--- src/rtl/rf256x22_pkg.sv ---
// Shared types and constants for the 256x22 register-file controller.
// Covers the controller FSM states, requester ids and read-return slots.
package rf256x22_pkg;

  localparam int DW     = 22;
  localparam int AW     = 8;
  localparam int RA_W   = AW - 2;
  localparam int CA_W   = 2;
  localparam int RD_LAT = 2;
  localparam int DEPTH  = 1 << AW;

  typedef enum logic {
    ST_CLEAR = 1'b0,
    ST_SERVE = 1'b1
  } state_e;

  typedef enum logic {
    ID_A = 1'b0,
    ID_B = 1'b1
  } req_id_e;

  // One stage of the read-return tracker: a read is in flight and who owns it.
  typedef struct packed {
    logic    valid;
    req_id_e id;
  } rd_slot_t;

endpackage

--- src/rtl/rf256x22_arbiter_rr_arb2.sv ---
// Two-way round-robin arbiter. Grants are combinational; the priority
// pointer moves only when the top reports that a grant was accepted.
module rr_arb2 (
  input  logic CLK,
  input  logic RST,
  input  logic en,
  input  logic req_a,
  input  logic req_b,
  input  logic upd,
  output logic gnt_a,
  output logic gnt_b
);

  // High when B holds priority, i.e. A was the last requester accepted.
  logic prio_b;

  always_comb begin
    gnt_a = en & req_a & (~req_b | ~prio_b);
    gnt_b = en & req_b & (~req_a |  prio_b);
  end

  // NOTE: sequential state uses non-blocking assignments so every flop
  // samples pre-edge values regardless of block evaluation order.
  always_ff @(posedge CLK) begin
    if (RST) begin
      prio_b <= 1'b0;
    end else if (upd) begin
      prio_b <= gnt_a;
    end
  end

endmodule

--- src/rtl/rf256x22_arbiter.sv ---
// Two-requester controller for the 256x22 single-port register-file macro:
// zero-fill after reset, round-robin access, flopped macro command, read return.
module rf256x22_arbiter
  import rf256x22_pkg::*;
#(
  parameter int            DW      = rf256x22_pkg::DW,
  parameter int            AW      = rf256x22_pkg::AW,
  parameter bit            CLR_EN  = 1'b1,
  parameter logic [DW-1:0] CLR_VAL = '0
) (
  input  logic          CLK,
  input  logic          RST,

  input  logic          A_REQ,
  input  logic          A_WE,
  input  logic [AW-1:0] A_ADDR,
  input  logic [DW-1:0] A_WDATA,
  output logic          A_GNT,
  output logic          A_RVALID,
  output logic [DW-1:0] A_RDATA,

  input  logic          B_REQ,
  input  logic          B_WE,
  input  logic [AW-1:0] B_ADDR,
  input  logic [DW-1:0] B_WDATA,
  output logic          B_GNT,
  output logic          B_RVALID,
  output logic [DW-1:0] B_RDATA,

  output logic          CLR_BUSY,

  output logic          M_NCE,
  output logic          M_NWRT,
  output logic [AW-3:0] M_RA,
  output logic [1:0]    M_CA,
  output logic [DW-1:0] M_DIN,
  input  logic [DW-1:0] M_DO
);

  state_e        state, state_nxt;
  logic [AW-1:0] clr_cnt;
  logic          serve;
  logic          acc_a, acc_b;

  logic          cmd_valid;
  logic          cmd_wr;
  logic [AW-1:0] cmd_addr;
  logic [DW-1:0] cmd_din;
  rd_slot_t      rd_new;
  rd_slot_t      rd_pipe [RD_LAT];
  rd_slot_t      rd_out;

  assign serve    = (state == ST_SERVE);
  assign CLR_BUSY = (state == ST_CLEAR);
  assign acc_a    = A_REQ & A_GNT;
  assign acc_b    = B_REQ & B_GNT;
  assign rd_out   = rd_pipe[RD_LAT-1];

  rr_arb2 u_arb (
    .CLK   (CLK),
    .RST   (RST),
    .en    (serve),
    .req_a (A_REQ),
    .req_b (B_REQ),
    .upd   (acc_a | acc_b),
    .gnt_a (A_GNT),
    .gnt_b (B_GNT)
  );

  // NOTE: every signal written here gets a default first, so no path
  // leaves a value unassigned and no latch is inferred.
  always_comb begin
    state_nxt = state;
    case (state)
      ST_CLEAR: if (clr_cnt == '1) state_nxt = ST_SERVE;
      ST_SERVE: state_nxt = ST_SERVE;
      default:  state_nxt = ST_SERVE;
    endcase
  end

  // Select the command to register this cycle: fill write, A, B or idle.
  always_comb begin
    cmd_valid = 1'b0;
    cmd_wr    = 1'b0;
    cmd_addr  = clr_cnt;
    cmd_din   = CLR_VAL;
    rd_new    = '{valid: 1'b0, id: ID_A};
    if (state == ST_CLEAR) begin
      cmd_valid = 1'b1;
      cmd_wr    = 1'b1;
    end else if (acc_a) begin
      cmd_valid = 1'b1;
      cmd_wr    = A_WE;
      cmd_addr  = A_ADDR;
      cmd_din   = A_WDATA;
      rd_new    = '{valid: ~A_WE, id: ID_A};
    end else if (acc_b) begin
      cmd_valid = 1'b1;
      cmd_wr    = B_WE;
      cmd_addr  = B_ADDR;
      cmd_din   = B_WDATA;
      rd_new    = '{valid: ~B_WE, id: ID_B};
    end
  end

  always_ff @(posedge CLK) begin
    if (RST) begin
      state    <= CLR_EN ? ST_CLEAR : ST_SERVE;
      clr_cnt  <= '0;
      M_NCE    <= 1'b1;
      M_NWRT   <= 1'b1;
      M_RA     <= '0;
      M_CA     <= '0;
      M_DIN    <= '0;
      A_RVALID <= 1'b0;
      B_RVALID <= 1'b0;
      A_RDATA  <= '0;
      B_RDATA  <= '0;
      for (int i = 0; i < RD_LAT; i++) rd_pipe[i] <= '{valid: 1'b0, id: ID_A};
    end else begin
      state <= state_nxt;
      if (state == ST_CLEAR) clr_cnt <= clr_cnt + AW'(1);

      M_NCE  <= ~cmd_valid;
      M_NWRT <= ~(cmd_valid & cmd_wr);
      // Address and data only move on a real access to cut macro-pin toggling.
      if (cmd_valid) begin
        M_RA  <= cmd_addr[AW-1:2];
        M_CA  <= cmd_addr[1:0];
        M_DIN <= cmd_din;
      end

      rd_pipe[0] <= rd_new;
      for (int i = 1; i < RD_LAT; i++) rd_pipe[i] <= rd_pipe[i-1];

      A_RVALID <= rd_out.valid & (rd_out.id == ID_A);
      B_RVALID <= rd_out.valid & (rd_out.id == ID_B);
      if (rd_out.valid && rd_out.id == ID_A) A_RDATA <= M_DO;
      if (rd_out.valid && rd_out.id == ID_B) B_RDATA <= M_DO;
    end
  end

endmodule

--- config.mk ---
export PLATFORM = sky130hd
export DESIGN_NAME = rf256x22_arbiter
export DESIGN_NICKNAME = d
export VERILOG_FILES = /design/src/rtl/rf256x22_pkg.sv /design/src/rtl/rf256x22_arbiter_rr_arb2.sv /design/src/rtl/rf256x22_arbiter.sv
export SDC_FILE = /design/constraint.sdc
export NUM_CORES = 1
export LEC_CHECK = 0
export CAP_MARGIN = 5
export CORE_MARGIN = 3
export CORE_UTILIZATION = 35
export DETAILED_ROUTE_END_ITERATION = 8
export PLACE_DENSITY = 0.77
export SLEW_MARGIN = 10
export SYNTH_ARGS = -nofsm -noshare
export SYNTH_HDL_FRONTEND = slang
export SYNTH_SLANG_ARGS = --single-unit
--- constraint.sdc ---
create_clock -name CLK -period 2.18 [get_ports CLK]
set_input_delay 0.654 -clock CLK [delete_from_list [all_inputs] [get_ports CLK]]
set_output_delay 0.654 -clock CLK [all_outputs]
set_load 0.005 [all_outputs]
==> results.yml <==
outcome:
  status: "completed"
hold_path:
  hold_depth: 1
  hold_end: "rd_pipe[0][2]$_SDFF_PP0_"
  hold_class: "reg2reg"
  min_from: "rd_pipe[0][0]$_SDFF_PP0_"
critical_path:
  regToRegStartpoint: "serve$_SDFF_PP0_"
  arrival_ps: 1400
  cp_max_fo: 8
  r2r_slack_ps: 630
  start_kind: "flip-flop"
  r2r_end: "M_RA[4]$_SDFFE_PP0N_"
  criticalPathCategory: "reg2out"
  reg2reg_depth: 5
  end_kind: "primary output"
  crit_required_ps: 1530
global_routing:
  grt_antenna_before_repair: 0
  grt_usage: 0.187
  grt_overflow: 0
  grt_pass1_vias: 3591
  grt_pass1_wl_mm: 17.3
  grt_max_degree: 51
drt:
  drtIter0Drc: 143
  vias: 3612
  ant_nets: 0
  dr.pass1.iters: 5
  routedWlPerCell_um: 14.9
  routed_wl_mm: 10.8
  drc: 0
  routed_via_density: 5.02
flow_run:
  maxCapViolations: 0
power:
  vdd_drop_max_mv: 0.237
  power_density_nw_per_um2: 544
  power_leakage_nw: 1.89
  p_total_mw: 3.06
clock_network:
  htree_levels: 3
  cts_tree: "done"
  clockBufferDepth: 2
  numClockSinks: 92
  path_clk_slew_ps: 90
  root_buffer: "clkbuf_8"
  insertion_delay_ps: 350
  cts-hold-fix-buffers: 0
  cts_buffers: 9
synthesis:
  synth_area_um2: 3630
  ys_warn_count: 0
  avgSynthCellArea_um2: 8.55
  ys_seq_area_frac: 0.508
  synth_cell_type_count: 42
  ys_ff_latch: 92
  syn_inst: 424
  synth_nets: 513
sta:
  post-route-period-util: 0.940
  clock.fmax_ghz: 0.488
  worstMarginPinSlew_ps: 837
  rsz0062_at_grt: "false"
  setup_viol: 0
  relSlewSlack: 0.441
  slew_viol_final: 0
  worst_slack_ps: 130
  timing.hold.ws_ps: 446
  fin_crit_ps: 2050
  finClkSkew_ps: 9.69
  final_hold_viol_count: 0
place:
  dpl_worst_slack_ps: -514
  place_hpwl_mm: 8.04
  io_buffers: 168
  gp_congestion: 0.791
final_layout:
  syn_to_final_growth_pct: 55.1
  nets: 671
  post-route-util: 0.568
  drive_above_1_share: 0.0733
  diodes: 0
die:
  io_pins: 169
  core_area_um2: 9910
  core.rowCount: 36
  die_w_um: 108
  die-height_um: 108
  start_util: 0.366
  die_area_um2: 11600
[power breakdown]
group | switching (mW) | internal, mW | total (mW)
registers | 0.00917 | 1.69 | 1.70
logic | 0.110 | 0.186 | 0.296
clock network | 0.633 | 0.434 | 1.07
[cell usage in the layout, fill, tap and decap left out, drive strengths merged, types with 6 or more instances in the layout]
| cell type | synthesis | routed |
|---|---|---|
| nor2b | 6 | 6 |
| buf | 20 | 18 |
| nand4b | 10 | 10 |
| clkbuf | 16 | 9 |
| a21oi | 46 | 46 |
| clkdlybuf4s50 | 0 | 163 |
| a32oi | 22 | 22 |
| o21ai | 25 | 25 |
| nand2 | 112 | 112 |
| a32o | 7 | 7 |
| nor2 | 17 | 17 |
| nand3b | 8 | 8 |
| inv | 4 | 7 |
| nor3 | 7 | 7 |
| dfxtp | 92 | 92 |
[area by class of cell]
cell class | count | area, µm²
clock buffers | 9 | 124
clock inverters | 7 | 60.1
fillers | 909 | 4290
inverters | 4 | 15.0
multi-input cells | 292 | 1610
flip-flops and latches | 92 | 1840
well taps | 133 | 166
repair buffers | 183 | 1800
[critical path: stages, from the launching register on]
cell,delay (ps)
dfxtp_2,380
inv_2,140
clkdlybuf4s50_1,530
[metrics by stage]
stage / cells / instance area, µm² / setup TNS, ps
4_1_cts: 720 / 5620 / 0
6_report: 720 / 5620 / 0
3_5_place_dp: 704 / 5450 / -1420
5_1_grt: 720 / 5620 / 0
2_1_floorplan: 424 / 3630 / 0
3_3_place_gp: 704 / 5450 / -995
[timing repair]
| item | in CTS | in global routing |
|---|---|---|
| resized for setup | 13 | 1 |
| buffers inserted | 0 | 0 |
| setup endpoints to repair | 3 | 1 |
[how the worst max path moves through the flow]
stage | start | endpoint | cells past startpoint
6_report | serve$_SDFF_PP0_ | CLR_BUSY | 2
5_1_grt | serve$_SDFF_PP0_ | CLR_BUSY | 2
2_1_floorplan | B_REQ | A_GNT | 4
3_5_place_dp | A_REQ | A_GNT | 4
4_1_cts | serve$_SDFF_PP0_ | CLR_BUSY | 2
3_3_place_gp | A_REQ | A_GNT | 4
[sequential cells by signal (all words and copies together), names as in the netlist]
register,count
clr_cnt,8
B_RDATA,22
M_NCE,1
M_NWRT,1
M_CA,2
M_RA,6
serve,1
B_RVALID,1
M_DIN,22
A_RDATA,22
u_arb.prio_b,1
rd_pipe,4
A_RVALID,1
[synthesized netlist by cell type (all sizes together)]
cell	number	area [µm²]
xor2	3	26.3
nand4	1	6.26
nor3b	2	20.0
nand3	2	10.0
o21ba	1	10.0
buf	20	114
o21ai	25	125
and4b	1	10.0
a32o	7	70.1
a2bb2oi	1	8.76
dfxtp	92	1840
clkbuf	16	60.1
xnor2	1	8.76
nand4b	10	87.6
mux2	2	22.5
nor4	1	6.26
nor3	7	35.0
inv	4	15.0
nand2	112	420
and2	2	12.5
and3	1	6.26
nand2b	5	31.3
nand3b	8	60.1
nor2b	6	37.5
a211o	1	8.76
a21boi	1	18.8
nor2	17	63.8
o31a	1	8.76
ha	1	12.5
a211oi	2	15.0
a32oi	22	193
a21oi	46	230
mux2i	1	10.0
or3	1	6.26
nor4b	1	15.0
[kinds of logic (layout without fill, tap and decap cells)]
logic type	count (synthesis)	in the layout	synth area share
xor+xnor	4	4	0.00966
simple gates	177	177	0.228
fa+ha+maj	1	1	0.00345
mux	3	3	0.00897
flops	92	92	0.508
compound gates	107	107	0.190
buf+inv	40	203	0.0521
[layer usage]
| metal | GRT usage | wire (µm) | up-vias |
|---|---|---|---|
| met2 | 0.321 | 5190 | 135 |
| met1 | 0.218 | 4500 | 1682 |
| li1 | - | - | 1783 |
| met4 | 0.0595 | 134 | 0 |
| met5 | 0 | 0 | - |
| met3 | 0.0642 | 929 | 12 |
(Power assumes the default switching activity.)
